===== src/rtl/scan_reg_pkg.sv =====
// Shared types and elaboration helpers for the scan register bank.
//   state_t   : auto-shift sequencer states (IDLE, SHIFT, DONE)
//   chain_len : bits per scan chain for a given width / chain count
//   cnt_width : width of the sequencer down-counter for a chain length
//   cfg_ok    : legal width / chain-count combination
package scan_reg_pkg;

   typedef enum logic [1:0] {
      IDLE  = 2'd0,
      SHIFT = 2'd1,
      DONE  = 2'd2
   } state_t;

   function automatic int chain_len(input int width, input int num_chains);
      return width / num_chains;
   endfunction

   // A chain of length 1 still needs a one-bit counter.
   function automatic int cnt_width(input int l);
      int c;
      c = $clog2(l);
      return (c < 1) ? 1 : c;
   endfunction

   function automatic bit cfg_ok(input int width, input int num_chains);
      return (num_chains >= 1) && (width >= num_chains) && ((width % num_chains) == 0);
   endfunction

endpackage


===== src/rtl/scan_shift_ctrl.sv =====
// Auto-shift sequencer: on SHIFT_START from IDLE, asserts shift_active for
// exactly L clock edges, then pulses SHIFT_DONE for one cycle.
//   CK, RST      : clock, asynchronous active-high reset
//   SHIFT_START  : single-cycle request, ignored unless IDLE
//   shift_active : register bank must shift on the coming edge
//   SHIFT_BUSY   : registered decode of SHIFT state
//   SHIFT_DONE   : registered decode of DONE state
module scan_shift_ctrl
   import scan_reg_pkg::*;
#(
   parameter int L  = 4,
   parameter int CW = 2
) (
   input  logic CK,
   input  logic RST,
   input  logic SHIFT_START,
   output logic shift_active,
   output logic SHIFT_BUSY,
   output logic SHIFT_DONE
);

   state_t          state;
   logic [CW-1:0]   cnt;
   logic            busy_r;
   logic            done_r;

   // Outputs are registered alongside the state so nothing combinational
   // from the inputs reaches them.
   always_ff @(posedge CK or posedge RST) begin
      if (RST) begin
         state  <= IDLE;
         cnt    <= '0;
         busy_r <= 1'b0;
         done_r <= 1'b0;
      end else begin
         case (state)
            IDLE: begin
               done_r <= 1'b0;
               if (SHIFT_START) begin
                  state  <= SHIFT;
                  cnt    <= CW'(L - 1);
                  busy_r <= 1'b1;
               end else begin
                  busy_r <= 1'b0;
               end
            end
            SHIFT: begin
               // Counter runs L-1 down to 0, one shift edge per value.
               if (cnt == '0) begin
                  state  <= DONE;
                  busy_r <= 1'b0;
                  done_r <= 1'b1;
               end else begin
                  cnt <= cnt - 1'b1;
               end
            end
            DONE: begin
               state  <= IDLE;
               busy_r <= 1'b0;
               done_r <= 1'b0;
            end
            default: begin
               state  <= IDLE;
               cnt    <= '0;
               busy_r <= 1'b0;
               done_r <= 1'b0;
            end
         endcase
      end
   end

   assign shift_active = busy_r;
   assign SHIFT_BUSY   = busy_r;
   assign SHIFT_DONE   = done_r;

endmodule


===== src/rtl/scan_reg_bank.sv =====
// Multi-bit, multi-chain mux-scan register with functional load enable and
// a built-in sequencer that performs a full chain-length shift per start.
//   CK, RST     : clock, asynchronous active-high reset (Q <= RESET_VAL)
//   D, EN       : functional data and load enable
//   SE, SI      : external scan enable, scan-in (one bit per chain)
//   SHIFT_START : request an automatic L-edge shift
//   Q, QN       : register state and its complement
//   SO          : scan-out, top bit of each chain
//   SHIFT_BUSY  : auto-shift in progress
//   SHIFT_DONE  : one-cycle pulse after the last auto-shift edge
// Edge priority: shift (SE or sequencer) > load (EN) > hold.
module scan_reg_bank
   import scan_reg_pkg::*;
#(
   parameter int               WIDTH      = 8,
   parameter int               NUM_CHAINS = 1,
   parameter logic [WIDTH-1:0] RESET_VAL  = {WIDTH{1'b0}}
) (
   input  logic                  CK,
   input  logic                  RST,
   input  logic [WIDTH-1:0]      D,
   input  logic                  EN,
   input  logic                  SE,
   input  logic [NUM_CHAINS-1:0] SI,
   input  logic                  SHIFT_START,
   output logic [WIDTH-1:0]      Q,
   output logic [WIDTH-1:0]      QN,
   output logic [NUM_CHAINS-1:0] SO,
   output logic                  SHIFT_BUSY,
   output logic                  SHIFT_DONE
);

   localparam int L  = chain_len(WIDTH, NUM_CHAINS);
   localparam int CW = cnt_width(L);

   generate
      if (!cfg_ok(WIDTH, NUM_CHAINS)) begin : g_bad_cfg
         $error("scan_reg_bank: WIDTH must be a non-zero multiple of NUM_CHAINS");
      end
   endgenerate

   logic [WIDTH-1:0] q;
   logic [WIDTH-1:0] shifted;
   logic             shift_active;
   logic             do_shift;

   scan_shift_ctrl #(
      .L  (L),
      .CW (CW)
   ) u_ctrl (
      .CK           (CK),
      .RST          (RST),
      .SHIFT_START  (SHIFT_START),
      .shift_active (shift_active),
      .SHIFT_BUSY   (SHIFT_BUSY),
      .SHIFT_DONE   (SHIFT_DONE)
   );

   // SE and the sequencer merge into one shift, never two per edge.
   assign do_shift = SE | shift_active;

   // Each chain shifts toward its MSB; SI enters at the chain LSB.
   always_comb begin
      shifted = q;
      for (int c = 0; c < NUM_CHAINS; c++) begin
         shifted[c*L] = SI[c];
         for (int i = 1; i < L; i++) begin
            shifted[c*L+i] = q[c*L+i-1];
         end
      end
   end

   always_ff @(posedge CK or posedge RST) begin
      if (RST) begin
         q <= RESET_VAL;
      end else if (do_shift) begin
         q <= shifted;
      end else if (EN) begin
         q <= D;
      end
   end

   for (genvar c = 0; c < NUM_CHAINS; c++) begin : g_so
      assign SO[c] = q[c*L+L-1];
   end

   assign Q  = q;
   assign QN = ~q;

endmodule


===== config.mk =====
export PLATFORM = sky130hd
export DESIGN_NAME = scan_reg_bank
export DESIGN_NICKNAME = d
export VERILOG_FILES = /design/src/rtl/scan_reg_pkg.sv /design/src/rtl/scan_shift_ctrl.sv /design/src/rtl/scan_reg_bank.sv
export SDC_FILE = /design/constraint.sdc
export NUM_CORES = 1
export LEC_CHECK = 0
export ABC_CLOCK_PERIOD_IN_PS = 2900
export CAP_MARGIN = 20
export CORE_MARGIN = 10
export CORE_UTILIZATION = 44
export DETAILED_ROUTE_END_ITERATION = 7
export PLACE_DENSITY = 0.95
export SETUP_SLACK_MARGIN = 0.5
export SLEW_MARGIN = 20
export SYNTH_ARGS = -nofsm -noshare
export SYNTH_HDL_FRONTEND = slang
export SYNTH_SLANG_ARGS = --single-unit

===== constraint.sdc =====
create_clock -name CK -period 2.9 [get_ports CK]
set_clock_uncertainty 0.1 [all_clocks]
set_input_delay 0.58 -clock CK [delete_from_list [all_inputs] [get_ports CK]]
set_output_delay 0.58 -clock CK [all_outputs]
set_load 0.01 [all_outputs]

# Word level (Yosys, flattened, before mapping)
# Index checks and enable logic that the tools add are counted.
# word_totals
ramBits,0
register_bits,15
romBits,0
latch_bits,0
mem_count,0
# classes
n_reduce_logical,5
mul,0
magnitude_cmp,0
bitwise,3
muxes,13
addsub,1
n_eq_ne,5
div_mod_pow,0
shift,0
# ops
op,n
$mux W8,2
$pmux W3 S3,1
$not A8 Y8,1
$mux W3,2
$mux W1,4
$mux W2,2
$ne A2 B2 Y1 const B,2
$pmux W2 S2,1
$logic_not A3 Y1,1
$reduce_and A3 Y1,1
$sub A3 B1 Y3 const B,1
$eq A2 B1 Y1 const B,1
$eq A2 B2 Y1 const B,1
$logic_not A2 Y1,1
$ne A2 B1 Y1 const B,1
$pmux W1 S2,1
$reduce_and A2 Y1,1
$reduce_bool A2 Y1,1
$not A1 Y1,1
$or A1 B1 Y1,1

# Longest topological paths before layout
# Gate-level depths: netlist of run 1.
# depth
word_depth,3
mapped_depth,5
mapped_depth_nobuf,5

# Hierarchy
# From an unflattened synthesis of run 1, not the netlist that was laid out.
# hier_totals
cells_unflattened,80
area_unflattened_um2,810.8
# by_module_without_submodules
mod,seq_area_each_um2,cells_per_inst,n_inst,area_per_inst_um2
scan_reg_bank,200.2,45,1,454.2
scan_shift_ctrl,175.2,35,1,356.6

# Worst setup path after synthesis of run 1
# No wires, ideal clock.
# synth_timing
kind,input to register
start,input port SE
end,register q[4] (netlist: Q[4])
arrival_time_ps,1146
setup_slack_ps,1528
cell_stages,5
path_cell_list,or2_1 buf_6 buf_6 nand2_1 o21ai_0
# synth_via
elab_chain_cells,2
word_cells_on_any_way,3
classes_between,1 x mux; 1 x bitwise; 1 x reduce/logical
# synth_lines
item,line_no,source
from (decl),scan_reg_bank.sv:23,"input logic SE,"
$or A1 B1 Y1 (*),scan_reg_bank.sv:60,assign do_shift = SE | shift_active;
$mux W8 or $reduce_bool A2 Y1 (tied branches),-,
to (signal assigned),scan_reg_bank.sv:77,q <= shifted;
to (decl),scan_reg_bank.sv:42,logic [WIDTH-1:0] q;
# Every way passes the cells marked *; elsewhere a longest branch is shown, timed or not.
# A chain may end at the register's enable or synchronous reset.

# Final worst setup path of run 1
# layout_timing
start,register q[4] (netlist: Q[4])
end,output port QN[4]
# layout_via
elab_chain_cells,1
# layout_lines
item,line_no,source
$not A8 Y8,scan_reg_bank.sv:88,assign QN = ~q;
to (decl),scan_reg_bank.sv:27,"output logic [WIDTH-1:0] QN,"
# Every way passes these cells.

==> results.txt, run 1 <==
The violation count after the first detailed-route iteration is 2. TritonCTS built the clock tree. In this run the core area contains 14 standard-cell rows. For the pin with the worst max-slew slack, the measured transition is 0.5469 ns.

The total congestion overflow after global routing came out at 0. The maximum number of pins on one net before global-route repair came out at 17. The fraction of the mapped netlist area in simple logic gates came out at 9.672%. The most used routing layer in global routing is met2. The final net count came out at 128. The sum of negative setup slack came out at 0 ns.

The data arrival time of the worst path is between 1 and 1.5 ns. The overall via count from detail_route is 630. At the end of routability-driven placement, the weighted congestion stood at ~0.7. Setup violations remaining at the end of the flow were counted as 0.

Max-cap violations in this run came to 0. The number of cells upsized or downsized after cts came out at 0. The largest voltage drop on the vdd net came out at 0.6227 mV. The total area inside the core boundary comes to 1577 um2. STA classifies the critical path endpoint as an output port.

The chip height came out at 61.65 um. The cell count of the worst reg-to-reg path came out at 5. The first global-routing pass estimated 2490 um of wire.

The summed instance area of the synthesized netlist is 763.2 um2. In this run the deepest clock path goes through 2 buffers. The count of unresolved DRC violations after routing is 0. The worst hold path class is reg -> reg.

Once detail routing completed, the nets flagged for antenna violations numbered 0. For the worst setup path, the data required time is approximately 2.2 ns. The max-slew violation total from the final report is 0.

The die span in x is 61.65 um. The post-route worst hold slack came out at 0.4059 ns. In this run the clock root is driven by a sky130_fd_sc_hd__clkbuf_4.

The clock transition at the registers of the reported paths is 0.09 ns. The run finished with clean final reports. The portion of the post-synthesis area used by sequential elements is between 40% and 50%. The Yosys step of the flow raised 0 warnings. The ratio of cells with drive above 1 in the final layout came out at under 10%.

Global routing consumed, on the met1 layer, 9.869% of the routing resources. For this configuration, the core starts out at a cell density of 48.41%. The top-level port count came out at 33. The post-placement setup slack is around 1.0 ns. Dividing total power by cell area gives a power density of roughly 1000 nW/um2. Wires add up to about 1700 um. The number of placed instances, taps included, is around 120. The complex-gate fraction of the synthesized area is about 15%.

The count of hold-fix buffers inserted at cts came out at 0. Headroom to the max-slew limit came out at 63.50%. The post-layout worst setup margin came out at 0.9169 ns. The post-synthesis to final-layout area growth came out at 42.95%.

The later-pin clock latency in the skew report came out at 0.28 ns. The post-synthesis sequential element count came out at 15. After layout, the worst path uses 68.38% of the clock period.

The number of fillers in the final layout is around 120. The via count of the first global-routing pass came out at 577. The instance count along the most critical hold path is 1. After synthesis, the largest family of logic cells by area is compound AO/OA/AOI/OAI gates. The H-tree depth is 1. The CTS sink count came out at 15. The overall fraction of global-route tracks in use is 8.855%. Buffers added to address setup during post-CTS repair amount to 0. The post-synthesis mux area share is 10.49%.

The post-synthesis cell type count is 19. The TritonCTS buffer count is 3. The initial antenna violation count was 0. The quantity of I/O buffers inserted on ports came out at 32. For met2 alone, demand over resource in global routing was 13.47%. The non-filler instance count after layout is 127. The startpoint type of the worst setup path is a register. The total iterations of the first detailed-routing run is 3.

Of the total synthesized cell area, the portion taken by XOR and XNOR cells is 0%. The worst setup path is of the reg -> out kind. Setup repair after global routing left no endpoint under its margin. The timing-limited maximum frequency is 504.3 MHz. The maximum fanout along the worst path came out at 4.

The routing usage on met3 came out at 3.909%. The die covers 3801 um2. The hold violation count in the final report is 0. The post-layout minimum cycle time came out at 1.983 ns. The leakage dissipation came out at 0.5137 nW. The total half-perimeter wirelength after legalization and detailed placement is 1435 um. After detailed routing, the average wire length per cell comes to 13.62 um.

The average via count per standard cell is approximately 5.0. The mean area per synthesized cell came out at 9.540 um2. The synthesized-area fraction occupied by adder cells is 3.279%. The minimum setup slack among reg-to-reg paths is 1.47 ns. The number of nets handed over by synthesis was 96. The cell count after synthesis is 80. The repair_antennas step left the layout with diodes totalling 0.
flip-flops by register name, summed over array words and instances, names as in the netlist:
signal,flops
u_ctrl.state,2
Q,8
u_ctrl.cnt,3
u_ctrl.SHIFT_BUSY,1
u_ctrl.SHIFT_DONE,1
where the power goes:
group | leakage [nW] | internal [W] | switching [W] | total (W)
Clock | 0.0177 | 0.0000512 | 0.0000663 | 0.000117
Sequential | 0.184 | 0.000303 | 0.0000913 | 0.000394
Combinational | 0.312 | 0.000316 | 0.000254 | 0.000570
Total | 0.514 | 0.000670 | 0.000411 | 0.00108
through the flow:
stage                     cell area [um2]  util (%)  total power, W
final                                1091     69.21        0.001082
after global routing                 1091     69.21        0.001162
after CTS                            1091     69.21        0.001098
after detailed placement             1064     67.46       0.0009776
after global placement               1064     67.46       0.0009485
after floorplan                     763.2         -       0.0006892
area by class of cell:
cell class,count,area [um2],area share (%)
clock buffers,3,22.52,2.064
clock inverters,1,5.005,0.4587
inverters,14,52.55,4.816
multi-input cells,46,295.3,27.06
flip-flops and latches,15,375.4,34.40
well taps,16,20.02,1.835
repair buffers,32,320.3,29.36
Yosys cell counts, drive strengths merged:
cell     count  area (um2)
inv         14       52.55
dfrtp       15       375.4
a31oi        4       25.02
mux2i        8       80.08
a21oi        3       15.01
buf          5       40.04
nand2        9       33.78
or2          1       6.260
o2bb2ai      2       17.52
o22ai        1       6.260
nor2b        2       12.51
nand2b       1       6.260
o21ai        9       52.55
ha           2       25.02
nor2         4       15.01
logic make-up after synthesis:
family / Yosys count
buffers and inverters: 19
AO/OA/AOI/OAI: 19
adder cells (fa/ha/maj): 2
multiplexers: 8
AND/OR/NAND/NOR: 17
flip-flops: 15
routing by layer:
metal  up-vias  part of all wire [%]
li1        321                     -
met1       276                    47
met2        29                    38
met3         4                    14
met4         0                   1.7
met5         -                     0
worst max-delay path, cell delays in order (launching register included):
cell	delay (ns)
sky130_fd_sc_hd__dfrtp_1	0.42
sky130_fd_sc_hd__inv_1	0.07
sky130_fd_sc_hd__clkdlybuf4s50_1	0.53
cells in the final DEF, fill, tap and decap left out, drive strengths merged:
cell type / Yosys / final
or2: 1 / 1
a21oi: 3 / 3
inv: 14 / 14
nand2b: 1 / 1
nand2: 9 / 9
nor2b: 2 / 2
a31oi: 4 / 4
clkdlybuf4s50: 0 / 32
nor2: 4 / 4
o2bb2ai: 2 / 2
clkbuf: 0 / 3
dfrtp: 15 / 15
mux2i: 8 / 8
o22ai: 1 / 1
clkinv: 0 / 1
ha: 2 / 2
o21ai: 9 / 9
worst paths after layout:
kind,from,end
max in group asynchronous,RST,Q[7]
min reg2reg,u_ctrl.cnt[0],u_ctrl.cnt[0]
min,u_ctrl.cnt[0],u_ctrl.cnt[0]
min in group asynchronous,RST,u_ctrl.SHIFT_DONE
max,Q[4],QN[4]
max reg2reg,u_ctrl.cnt[0],u_ctrl.cnt[0]
Power figures use the tool's default switching activity.
==> run 2: changes to the inputs <==
ABC_CLOCK_PERIOD_IN_PS = 1900   (was 2900)
CORE_UTILIZATION = 40   (was 44)
PLACE_DENSITY = 0.89   (was 0.95)
clock period = 1.9 ns   (was 2.9 ns; I/O delays follow)
==> run 2 against run 1 <==
Net effect:
- critical path depth stayed put
- first-iteration DRC count rose to 3.5 times the previous value
- worst hold slack got worse by 0.075 ns
- total power up 58%
- core utilization decreased by 5.0 points
==> results.txt, run 2 (synthesis results as in run 1) <==
The run finished with clean final reports. The measured slew at the worst slew-check pin is 0.5510 ns. Power spread over the standard cell area amounts to 1508 nW/um2. The part of the cycle the worst path needs is around three quarters. The finished cells cover around 1100 um2.

The global-route wire length before repair is 3408 um. The area of the placeable core came out at 1764 um2. The first detailed-routing pass took 2 iterations. The signal on the critical path passes through buf_6, buf_6. The first routing iteration left 7 violations. The maximum root-to-sink buffer count came out at 2. The relative contribution of combinational cells to total power came out at between 50% and 60%. STA classifies the critical path startpoint as a register. The worst path needs roughly 1.4 ns of the cycle, external delays included. The later-pin clock latency in the skew report is 0.29 ns.

The type of destination of the critical path is an output port. Across all layers, the routed design uses 682 vias. The total wire length came out at between 1500 and 2000 um. The H-tree depth came out at 1. Entering global routing, the biggest net connects 17 pins. In this run the tightest slew margin relative to its limit is 63.23%. The initial antenna violation count came to 0. The hold violation count in the final report is 0.

The max capacitance violation total came out at 0. The library cell used most frequently in the layout, excluding fill and tap cells, is sky130_fd_sc_hd__dfrtp_1. The CTS sink count is 15. The share of total power in sequential cells is 34.6%.

After clock tree synthesis, the clock-pin slew on the worst setup and hold paths is 0.09 ns. Summed over all failing endpoints, the final setup total negative slack is 0 ns. The register with the most flip-flops in the final layout is Q. In this design, the critical path's most frequently occurring cell is sky130_fd_sc_hd__buf_6. The chip height came out at about 64 um. The count of unresolved DRC violations after routing came out at 0.

The TritonCTS buffer count is 3. The final layout contains 139 nets. After detailed routing, the number of vias per cell comes to 4.639. The largest voltage drop on the vdd net is 0.7218 mV. The library cells used most frequently in the layout, excluding fill and tap cells, are sky130_fd_sc_hd__dfrtp_1 (15), sky130_fd_sc_hd__buf_2 (14), sky130_fd_sc_hd__clkdlybuf4s50_1 (13), sky130_fd_sc_hd__inv_1 (12), sky130_fd_sc_hd__buf_4 (10). In this design, the largest share of critical-path delay is due to flip-flops. The internal power of the cells totals 0.001024 W. The area of the die came out at 4055 um2. The post-route worst hold slack is 0.3307 ns. The timing-limited maximum frequency came out at 710.1 MHz. The quantity of I/O buffers inserted on ports came out at 32. In the final routed layout, each cell accounts on average for 13.46 um.

The max-slew violation total from the final report came out at 0. The setup path with the least slack is of type reg -> out. The maximum fanout along the worst path is 4. The largest stage delay on the critical path is 0.42 ns. Data arrives at the worst endpoint at 0.93 ns. The total half-perimeter wirelength after legalization and detailed placement came out at around 1600 um. The number of endpoints failing setup at the final stage came out at 0.

The number of placement rows came out at 15. Together, buffers and inverters on the worst path number 2. The post-detailed-route count of antenna-violating nets came out at 0. Setup repair after global routing could not meet its margin everywhere. The die span in x came out at between 60 and 70 um.

The top-level port count is 33. The post-placement cell area came out at 1082 um2. The routability-driven placement congestion ratio came out at 0.7581. After clock tree synthesis, the flow added hold-fix buffers numbering 0. The power spent charging and discharging nets is 0.0006833 W. The clock network burns 10.7% of the power. The overall fraction of global-route tracks in use came out at 10.37%. The total congestion overflow after global routing is 0. The tightest min-delay check is of the in -> async type. The slowest stage of the critical path belongs to the cell sky130_fd_sc_hd__dfrtp_1. TritonCTS built the clock tree. The data required time of the critical path came out at approximately 1.4 ns. Once the floorplan was initialized, standard cells occupied 43.26% of the core. The register with the most flip-flops in the layout has 8 of them. In this run the static leakage power is 0.5832 nW. The ratio of cells with drive above 1 in the final layout is 33.61%.

The via count of the first global-routing pass is 727. The antenna diode count is 0. The post-synthesis to final-layout area growth came out at 48.36%. Net switching is 40.02% of the power. The cell sitting at the root of the clock tree is a sky130_fd_sc_hd__clkbuf_4.

The largest registers in the layout are Q (8), u_ctrl.cnt (3), u_ctrl.state (2).
[run 2: changes by cell type in the layout (fill, tap and decap cells not counted), sizes merged]
cell,previous run,this run
buf,0,30
clkdlybuf4s50,32,13
[run 2: routing by layer]
layer / global-route usage [%] / vias up / wire, um
met3: 3.357 / 3 / 139
li1: - / 345 / -
met4: 4.918 / 0 / 28
met1: 10.74 / 307 / 878
met2: 18.34 / 27 / 932
met5: 0 / - / 0
[run 2: worst reg2reg max path, stage by stage (launching register included)]
cell and delay (ns):
sky130_fd_sc_hd__dfrtp_1 0.40, sky130_fd_sc_hd__inv_2 0.08, sky130_fd_sc_hd__ha_2 0.18, sky130_fd_sc_hd__nand2b_2 0.11, sky130_fd_sc_hd__a31oi_1 0.21, sky130_fd_sc_hd__o2bb2ai_1 0.10
[run 2: metrics by stage]
step / power, W / cells / setup WS, ns / util, %
3_3_place_gp: 0.001455 / 133 / 0.3047 / 61.35
5_1_grt: 0.001871 / 147 / 0.4517 / 64.18
2_1_floorplan: 0.001052 / 80 / 0.6628 / -
3_5_place_dp: 0.001508 / 133 / 0.2240 / 61.35
4_1_cts: 0.001636 / 144 / 0.4538 / 61.91
6_report: 0.001707 / 147 / 0.4917 / 64.18
[run 2: power groups by stage]
stage	Clock, W	Sequential, W	Combinational [W]
after floorplan	0	0.000609	0.000443
after global placement	0	0.000601	0.000854
after detailed placement	0	0.000611	0.000897
after CTS	0.000187	0.000586	0.000863
after global routing	0.000209	0.000616	0.00105
final	0.000182	0.000590	0.000934
[run 2: final timing paths]
path / cells after the start / slack, ns / end / start
worst max-delay path: 2 / 0.49 / Q[7] / Q[7]
worst min-delay path: 2 / 0.33 / Q[0] / RST
worst max register to register: 5 / 0.61 / u_ctrl.cnt[1] / u_ctrl.cnt[0]
worst min register to register: 1 / 0.41 / u_ctrl.cnt[1] / u_ctrl.cnt[1]
max in group asynchronous: 2 / 1.00 / u_ctrl.SHIFT_BUSY / RST
min in group CK: 1 / 0.41 / u_ctrl.cnt[1] / u_ctrl.cnt[1]
[run 2: layout make-up]
class	count	area, um2
Inverter	14	52.55
Multi-Input combinational cell	46	302.8
Clock buffer	3	22.52
Clock inverter	1	5.005
Fill cell	155	631.9
Sequential cell	15	375.4
Tap cell	25	31.28
Timing Repair Buffer	43	342.8
[run 2: repair_timing]
item,4_1_cts,5_1_grt
gates resized for setup,73,17
endpoints found under the setup margin,21,22
pin swaps,0,1
buffers inserted,7,3
==> run 3: changes to the inputs <==
ABC_CLOCK_PERIOD_IN_PS = 1300   (was 1900)
clock period = 1.3 ns   (was 1.9 ns; I/O delays follow)
==> run 3 against run 2 <==
Net effect:
- routed wire length is 16% higher
- via count is 8.9% higher
- worst hold slack got worse by 0.17 ns
- global-route usage rose by 0.73 points
- largest power group unchanged
- setup slack lost 0.46 ns
==> results.txt, run 3 (synthesis results as in run 1) <==
The max-slew violation total from the final report is 0. The post-route worst hold slack came out at about 0.16 ns. The part of the cycle the worst path needs came out at 97.42%. The area of the die is 4055 um2.

The headroom to the max-slew limit came out at 83.51%. STA classifies the critical path endpoint as a register. Leaving out fill and tap cells, the most frequent cell in the layout is sky130_fd_sc_hd__buf_4.

The total iterations of the first detailed-routing run came out at 4. The post-layout worst setup margin is 0.03350 ns. The routability-driven placement congestion ratio is 0.7241. Dividing the detail-routed via count by the number of cells gives 4.703.

The initial antenna violation count is 0. The total overflow left after global routing is 0. The data required time of the critical path is 1.38 ns. The TritonCTS buffer count came out at 3.

The type of the setup path with the least slack is reg -> reg. The total half-perimeter wirelength after legalization and detailed placement is about 1600 um. The initial core utilization is 43.26%. The chip height is 63.68 um. In this run the deepest clock path goes through 2 buffers. The die span in x came out at ~64 um. The total wire length is 2298 um. Of all nets on the critical path, the largest fanout is 8. STA classifies the critical path startpoint as a register. The flow ran to the end, and the final reports show no timing, DRC or antenna violations. The quantity of I/O buffers inserted on ports is 32.

The number of endpoints failing setup at the final stage came out at 0. The post-detailed-route count of antenna-violating nets came out at 0. Clock-pin slew was measured on the worst setup and hold paths at around 0.090 ns. Entering global routing, the biggest net connects 16 pins.

Setup repair after global routing could not meet its margin everywhere. The post-placement setup slack came out at -0.1157 ns. The hold violation count in the final report came out at 0. The post-layout minimum cycle time came out at 1.267 ns. The number of hold buffers added after CTS was 0. The largest registers in the layout are Q (8), u_ctrl.cnt (3), u_ctrl.state (2).

The count of unresolved DRC violations after routing came out at 0. The ratio of total power to cell area is 2264 nW/um2. The max capacitance violation total is 0. The top-level port count is 33. The final route contains 743 vias.

For the pin with the worst max-slew slack, the measured transition is approximately 0.25 ns. Row generation in the floorplan step produced 15 rows. The analysis attributes to cell leakage a power of 0.6664 nW.

The data arrival time of the worst path came out at 1.34 ns. The worst hold path class is in -> async. The ratio of cells with drive above 1 in the final layout is 52.63%. The violation count after the first detailed-route iteration came out at 3. The master cell of the clock root buffer is sky130_fd_sc_hd__clkbuf_4.

The timing-limited maximum frequency came out at approximately 790 MHz. The area of the placeable core came out at roughly 1800 um2. The top cell types in the final layout, fill and taps aside, are sky130_fd_sc_hd__buf_4 (17), sky130_fd_sc_hd__dfrtp_1 (15), sky130_fd_sc_hd__clkdlybuf4s50_1 (13), sky130_fd_sc_hd__buf_6 (13), sky130_fd_sc_hd__buf_2 (9).

The overall fraction of global-route tracks in use came out at 11.10%. The CTS sink count came out at 15. The global-route wire length before repair is 3657 um.

The via count of the first global-routing pass is 777. IR analysis of the VDD net gives a maximum drop of 1.334 mV. The register with the most flip-flops in the layout has 8 of them.

The largest register by flop count is Q. The antenna diode count came out at 0. The final net count came out at 150.

The H-tree depth is 1. TritonCTS built the clock tree. The post-synthesis to final-layout area growth came out at 75.57%. The average detailed-routed wire length per instance is 14.54 um. The later-pin clock latency in the skew report is 0.29 ns.
[run 3: cell count changes in the layout (fill, tap and decap cells not counted), sizes merged]
cell / before / now
clkbuf: 3 / 4
buf: 30 / 41
clkinv: 1 / 0
[run 3: per-layer routing]
metal | GRT usage [%] | part of all wire (%)
met3 | 4.594 | 7.0
met5 | 0 | 0
met4 | 4.098 | 0.91
met2 | 19.35 | 51
met1 | 11.58 | 41
[run 3: path summary, 6_finish.rpt]
path                                   startpoint                 to  slack, ns  cells after the start
worst max-delay path            u_ctrl.SHIFT_BUSY               Q[6]       0.03                      5
worst min-delay path                          RST  u_ctrl.SHIFT_BUSY       0.16                      3
worst max register to register  u_ctrl.SHIFT_BUSY               Q[6]       0.03                      5
worst min register to register      u_ctrl.cnt[0]      u_ctrl.cnt[0]       0.41                      1
max in group asynchronous                     RST      u_ctrl.cnt[2]       0.76                      3
min in group CK                     u_ctrl.cnt[0]      u_ctrl.cnt[0]       0.41                      1
[run 3: report_power, final]
part / switching, W / leakage (nW) / internal (W) / total (W)
Clock: 0.000150 / 0.0150 / 0.000119 / 0.000269
Sequential: 0.000198 / 0.184 / 0.000676 / 0.000874
Combinational: 0.000835 / 0.468 / 0.00105 / 0.00189
Total: 0.00118 / 0.666 / 0.00185 / 0.00303
[run 3: stage by stage]
step	cells	total power (W)	utilization [%]	area, um2	setup TNS (ns)
finish	158	0.003034	75.96	1340	0
global route	158	0.003250	75.96	1340	0
CTS	154	0.002808	71.42	1260	0
detailed placement	144	0.002513	68.58	1210	-1.406
global placement	144	0.002431	68.58	1210	-1.120
floorplan	80	0.001669	-	799.5	0
[run 3: worst max-delay path, cell delays in order, from the launching register on]
cell                      delay (ns)
sky130_fd_sc_hd__dfrtp_1        0.40
sky130_fd_sc_hd__buf_6          0.12
sky130_fd_sc_hd__or2_4          0.26
sky130_fd_sc_hd__buf_12         0.15
sky130_fd_sc_hd__nand2_1        0.07
sky130_fd_sc_hd__o21ai_1        0.06
[run 3: final cells by class]
cell class / instances / area [um2]
Inverter: 14 / 52.55
Multi-Input combinational cell: 46 / 357.8
Sequential cell: 15 / 375.4
Clock buffer: 4 / 26.28
Timing Repair Buffer: 54 / 496.7
Tap cell: 25 / 31.28
Fill cell: 137 / 424.2
[run 3: what timing repair did]
action | CTS | global route
endpoints found under the setup margin | 34 | 34
buffers inserted | 5 | 4
gates cloned | 1 | 0
gates resized for setup | 92 | 11
pin swaps | 3 | 0
